==> src/rtl/lsu_pkg.sv <==
// Shared types and constants for the load/store unit: access sizes, FSM states
// and the RV32I load funct3 encodings.
package lsu_pkg;

   typedef enum logic [1:0] {
      SZ_BYTE = 2'd0,
      SZ_HALF = 2'd1,
      SZ_WORD = 2'd2
   } lsu_size_t;

   typedef enum logic [1:0] {
      IDLE  = 2'd0,
      RESP  = 2'd1,
      WRITE = 2'd2
   } lsu_state_t;

   localparam logic [2:0] F3_LB  = 3'b000;
   localparam logic [2:0] F3_LH  = 3'b001;
   localparam logic [2:0] F3_LW  = 3'b010;
   localparam logic [2:0] F3_LBU = 3'b100;
   localparam logic [2:0] F3_LHU = 3'b101;

   localparam int DATA_W = 32;

   // funct3[1:0]: 00 byte, 01 half, 1x word
   function automatic lsu_size_t decode_size(input logic [1:0] sz);
      if (sz[1])
         return SZ_WORD;
      else if (sz[0])
         return SZ_HALF;
      else
         return SZ_BYTE;
   endfunction

endpackage

==> src/rtl/lsu_align.sv <==
// Combinational lane logic: load extract with sign/zero extension, and the
// byte/half merge into an old word used for read-modify-write stores.
module lsu_align
   import lsu_pkg::*;
(
   input  logic [31:0] load_word,
   input  logic [1:0]  load_off,
   input  lsu_size_t   load_size,
   input  logic        load_unsigned,
   output logic [31:0] load_data,
   input  logic [31:0] old_word,
   input  logic [31:0] store_data,
   input  logic [1:0]  store_off,
   input  lsu_size_t   store_size,
   output logic [31:0] new_word
);

   function automatic logic [31:0] extend_byte(input logic [7:0] b, input logic uns);
      logic signed [7:0]  b_s;
      logic signed [31:0] ext;
      b_s = b;
      ext = b_s;
      return uns ? {24'd0, b} : ext;
   endfunction

   function automatic logic [31:0] extend_half(input logic [15:0] h, input logic uns);
      logic signed [15:0] h_s;
      logic signed [31:0] ext;
      h_s = h;
      ext = h_s;
      return uns ? {16'd0, h} : ext;
   endfunction

   always_comb begin
      load_data = load_word;
      case (load_size)
         SZ_BYTE: load_data = extend_byte(load_word[{load_off, 3'b000} +: 8], load_unsigned);
         SZ_HALF: load_data = extend_half(load_word[{load_off[1], 4'b0000} +: 16], load_unsigned);
         default: load_data = load_word;
      endcase
   end

   // Only the addressed lanes change; everything else keeps the old word.
   always_comb begin
      new_word = old_word;
      case (store_size)
         SZ_BYTE: new_word[{store_off, 3'b000} +: 8]     = store_data[7:0];
         SZ_HALF: new_word[{store_off[1], 4'b0000} +: 16] = store_data[15:0];
         default: new_word = store_data;
      endcase
   end

endmodule

==> src/rtl/load_store_unit.sv <==
// Load/store unit in front of a word-wide data memory; sub-word stores are
// read-modify-write. Define LSU_MISALIGN_TRAP_EN to flag misaligned accesses.
module load_store_unit
   import lsu_pkg::*;
(
   input  logic        clk,
   input  logic        rst_n,
   input  logic        req_valid,
   output logic        req_ready,
   input  logic        req_we,
   input  logic [2:0]  req_funct3,
   input  logic [31:0] req_addr,
   input  logic [31:0] req_wdata,
   output logic        resp_valid,
   output logic [31:0] resp_rdata,
   output logic        misaligned,
   output logic [31:0] mem_address,
   output logic        mem_write_enable,
   output logic [31:0] mem_write_data,
   input  logic [31:0] mem_read_data
);

   lsu_state_t  state, state_next;

   logic [29:0] word_addr_q;
   logic [1:0]  off_q;
   lsu_size_t   size_q;
   logic [31:0] wdata_q;
   logic [31:0] old_word_q;
   logic [31:0] rdata_q;
   logic        mis_q;

   lsu_size_t   req_size;
   logic [1:0]  req_off;
   logic        req_mis;
   logic        accept;
   logic [31:0] load_data;
   logic [31:0] new_word;

   assign req_size = decode_size(req_funct3[1:0]);

   // Offsets are forced to natural alignment; with trapping enabled a
   // misaligned request never uses them since its data is discarded.
   always_comb begin
      req_off = req_addr[1:0];
      case (req_size)
         SZ_HALF: req_off = {req_addr[1], 1'b0};
         SZ_WORD: req_off = 2'b00;
         default: req_off = req_addr[1:0];
      endcase
   end

`ifdef LSU_MISALIGN_TRAP_EN
   assign req_mis = ((req_size == SZ_HALF) && req_addr[0]) ||
                    ((req_size == SZ_WORD) && (req_addr[1:0] != 2'b00));
`else
   assign req_mis = 1'b0;
`endif

   assign accept = (state == IDLE) && req_valid;

   lsu_align u_align (
      .load_word     (mem_read_data),
      .load_off      (req_off),
      .load_size     (req_size),
      .load_unsigned (req_funct3[2]),
      .load_data     (load_data),
      .old_word      (old_word_q),
      .store_data    (wdata_q),
      .store_off     (off_q),
      .store_size    (size_q),
      .new_word      (new_word)
   );

   always_ff @(posedge clk or negedge rst_n) begin
      if (!rst_n)
         state <= IDLE;
      else
         state <= state_next;
   end

   // Request capture; outputs are gated by state, so these need no reset.
   always_ff @(posedge clk) begin
      if (accept) begin
         word_addr_q <= req_addr[31:2];
         off_q       <= req_off;
         size_q      <= req_size;
         wdata_q     <= req_wdata;
         old_word_q  <= mem_read_data;
         rdata_q     <= (req_we || req_mis) ? 32'd0 : load_data;
         mis_q       <= req_mis;
      end
   end

   always_comb begin
      state_next       = state;
      req_ready        = 1'b0;
      resp_valid       = 1'b0;
      resp_rdata       = 32'd0;
      misaligned       = 1'b0;
      mem_address      = {word_addr_q, 2'b00};
      mem_write_enable = 1'b0;
      mem_write_data   = 32'd0;
      case (state)
         IDLE: begin
            req_ready   = 1'b1;
            mem_address = {req_addr[31:2], 2'b00};
            if (req_valid)
               state_next = (req_we && !req_mis) ? WRITE : RESP;
         end
         RESP: begin
            resp_valid = 1'b1;
            resp_rdata = rdata_q;
            misaligned = mis_q;
            state_next = IDLE;
         end
         WRITE: begin
            mem_write_enable = 1'b1;
            mem_write_data   = new_word;
            resp_valid       = 1'b1;
            state_next       = IDLE;
         end
         default: state_next = IDLE;
      endcase
   end

endmodule
==> config.mk <==
export PLATFORM = sky130hd
export DESIGN_NAME = load_store_unit
export DESIGN_NICKNAME = d
export VERILOG_FILES = /design/src/rtl/lsu_pkg.sv /design/src/rtl/lsu_align.sv /design/src/rtl/load_store_unit.sv
export SDC_FILE = /design/constraint.sdc
export NUM_CORES = 1
export LEC_CHECK = 0
export CORE_AREA = 3 3 156 158
export DETAILED_ROUTE_END_ITERATION = 8
export DIE_AREA = 0 0 159 161
export DONT_BUFFER_PORTS = 1
export PLACE_DENSITY = 0.49
export SETUP_SLACK_MARGIN = 0.2
export SLEW_MARGIN = 30
export SYNTH_ARGS = -nofsm -noshare
export SYNTH_HDL_FRONTEND = slang
export SYNTH_HIERARCHICAL = 1
export SYNTH_SLANG_ARGS = --single-unit
==> constraint.sdc <==
create_clock -name clk -period 12 [get_ports clk]
set_input_delay 1.8 -clock clk [delete_from_list [all_inputs] [get_ports clk]]
set_output_delay 1.8 -clock clk [all_outputs]
set_load 0.05 [all_outputs]
==> out/qor.yml <==
status: "complete, no violations"
io_buffers: 0
setup_tns_ns: 0
yosys_most_used_dff: "edfxtp_1"
start_util: 0.296
cp-start-kind: "register"
drtAntennaViolNets: 0
core_mm2: 0.0233
worstMarginPinSlew_ns: 0.903
dp_slack_ns: 7.39
cts_hold_buf: 0
synthArstFlopShare: 0.0152
finalSetupViolCount: 0
synth_top_cell_by_area: "edfxtp_1"
gp_congestion: 0.816
min_path_cells: 2
core.rowCount: 56
cpPeakStageDelay_ns: 0.81
syn_to_final_growth_pct: 11.6
dp_hpwl_mm: 15.0
dpl_cell_area_mm2: 0.00709
finClkSkew_ns: 0.0132
yosysMostFrequentCell: "edfxtp_1"
grt_max_degree: 86
clock_sinks: 132
timing.final.crit_period_ns: 5.11
post_cts_buffers: 0
fin_nets: 642
cts.root.buffer_cell: "clkbuf_16"
synth_seq_area_share: 0.575
route.vias.total: 4415
final_layout_size_suffix_gt1_frac: 0.179
syn-instance-count: 541
syn_avg_cell_area_um2: 12.7
drc: 0
p_per_area_mw_per_mm2: 252
antenna_found_initial: 2
cp-end-kind: "primary output"
crit_chain: "inv_2 > a21oi_1 > a21boi_2 > a221o_1 > and2_1"
die_w_um: 159
max_cap_violations: 0
rsz0062_at_grt: "false"
utilization: 0.330
drt-vias-per-instance: 5.12
groute.usage.overall: 0.159
ios: 203
final_hold_viol_count: 0
synth_edf_count: 130
final.period_utilization: 0.426
clockBufferDepth: 2
final_area_mm2: 0.00768
synth_cell_types: 50
peakVddDrop_v: 0.000120
clock.fmax_ghz: 0.196
arrival_ns: 3.31
numCtsBuffers: 17
clk_pin_slew_ns: 0.07
hp-class: "register to register"
hold_slack_ns: 0.642
path_class: "register to primary output"
floorplan.die.height_um: 161
grt_pass1_vias: 4554
first_pass_iters: 7
synthTopCellsByCount: "edfxtp_1, and2_1, nand2_1"
ys_ff_latch: 132
synth.area.top_cells: "edfxtp_1, and2_1, mux2_2"
p_leak_nw: 2.66
drv_slew: 0
grt_pass1_wl_mm: 30.4
slew_headroom: 0.398
die_area_mm2: 0.0256
critPathMaxFanout: 14
clkLatencyLatePin_ns: 0.43
setup_slack_ns: 6.89
nFillCells: 2376
cts_resized: 0
wire_per_inst_um: 23.9
h-tree-depth: 4
drtIter0Drc: 419
reg2reg_depth: 4
synth_top_cell_area_share: 0.567
synth_warnings: 6
netlist_area_mm2: 0.00688
crit_slowest_cell: "edfxtp_1"
grt-ovfl-total: 0
cp.required_ns: 10.20
wirelength_mm: 20.6
cts_tree: "yes"
-- placed cells by master (no fill, tap or decap), types with 8 or more instances in the layout --
cell	instances
edfxtp_1	130
and2_1	65
nand2_1	60
nor2b_1	54
mux2_2	34
a21oi_1	18
clkbuf_16	17
a221o_1	16
mux2i_1	10
a21oi_2	10
nand2b_1	9
a2bb2oi_1	9
a22o_1	9
a221oi_1	8
o221ai_1	8
-- cell families after synthesis --
logic type,Yosys count,share of synthesized area
and+or+nand+nor,209,0.174
other,1,0.000545
buffers and inverters,43,0.0371
muxes,45,0.0724
adders and majority gates,10,0.0182
DFF,132,0.575
AOI/OAI and AO/OA,101,0.123
-- final timing paths --
path	startpoint	end	slack [ns]
max	off_q[1]$_DFFE_PP_	mem_write_data[9]	6.89
min in group asynchronous	rst_n	state[0]$_DFFE_PN0P_	1.07
min	state[1]$_DFFE_PN0P_	state[1]$_DFFE_PN0P_	0.64
max in group asynchronous	rst_n	state[1]$_DFFE_PN0P_	10.86
max reg2reg	state[0]$_DFFE_PN0P_	rdata_q[31]$_SDFFCE_PP0P_	9.45
min reg2reg	state[1]$_DFFE_PN0P_	state[1]$_DFFE_PN0P_	0.64
-- worst max-delay path: cells and delay by family (launching register included) --
family / cells / cell delay [ns]
DFF: 1 / 0.81
AOI/OAI and AO/OA: 3 / 1.43
and+or+nand+nor: 1 / 0.46
buffers and inverters: 1 / 0.18
-- through the flow --
stage               total power [mW]  cells
floorplan                       1.34    543
global placement                1.42    829
detailed placement              1.42    829
CTS                             1.95    861
global route                    2.01    862
finish                          1.93    862
-- sequential cells by signal (all words and copies together), names as in the netlist --
name and cells:
word_addr_q 30, rdata_q 32, off_q 2, old_word_q 32
state 2, size_q 2, wdata_q 32
-- power breakdown --
| group | switching (mW) | internal (mW) |
|---|---|---|
| clock | 0.225 | 0.290 |
| sequential | 0.0607 | 0.634 |
| combinational | 0.558 | 0.165 |
-- layer usage --
layer  GRT usage  vias up  wire length, µm
met5           0        -                7
li1            -     1967                -
met2       0.257      237             9850
met1       0.199     2188             8450
met4      0.0394        2              244
met3      0.0680       21             2050
-- area by class of cell --
| class | count | area (µm²) | area share |
|---|---|---|---|
| sequential | 132 | 3950 | 0.515 |
| timing repair buffer | 2 | 18.8 | 0.00244 |
| inverter | 8 | 32.5 | 0.00424 |
| clock inverter | 15 | 146 | 0.0191 |
| tap | 319 | 399 | 0.0520 |
| multi-input combinational | 368 | 2700 | 0.352 |
| antenna | 1 | 2.50 | 0.000326 |
| clock buffer | 17 | 425 | 0.0554 |
(Power assumes the default switching activity.)
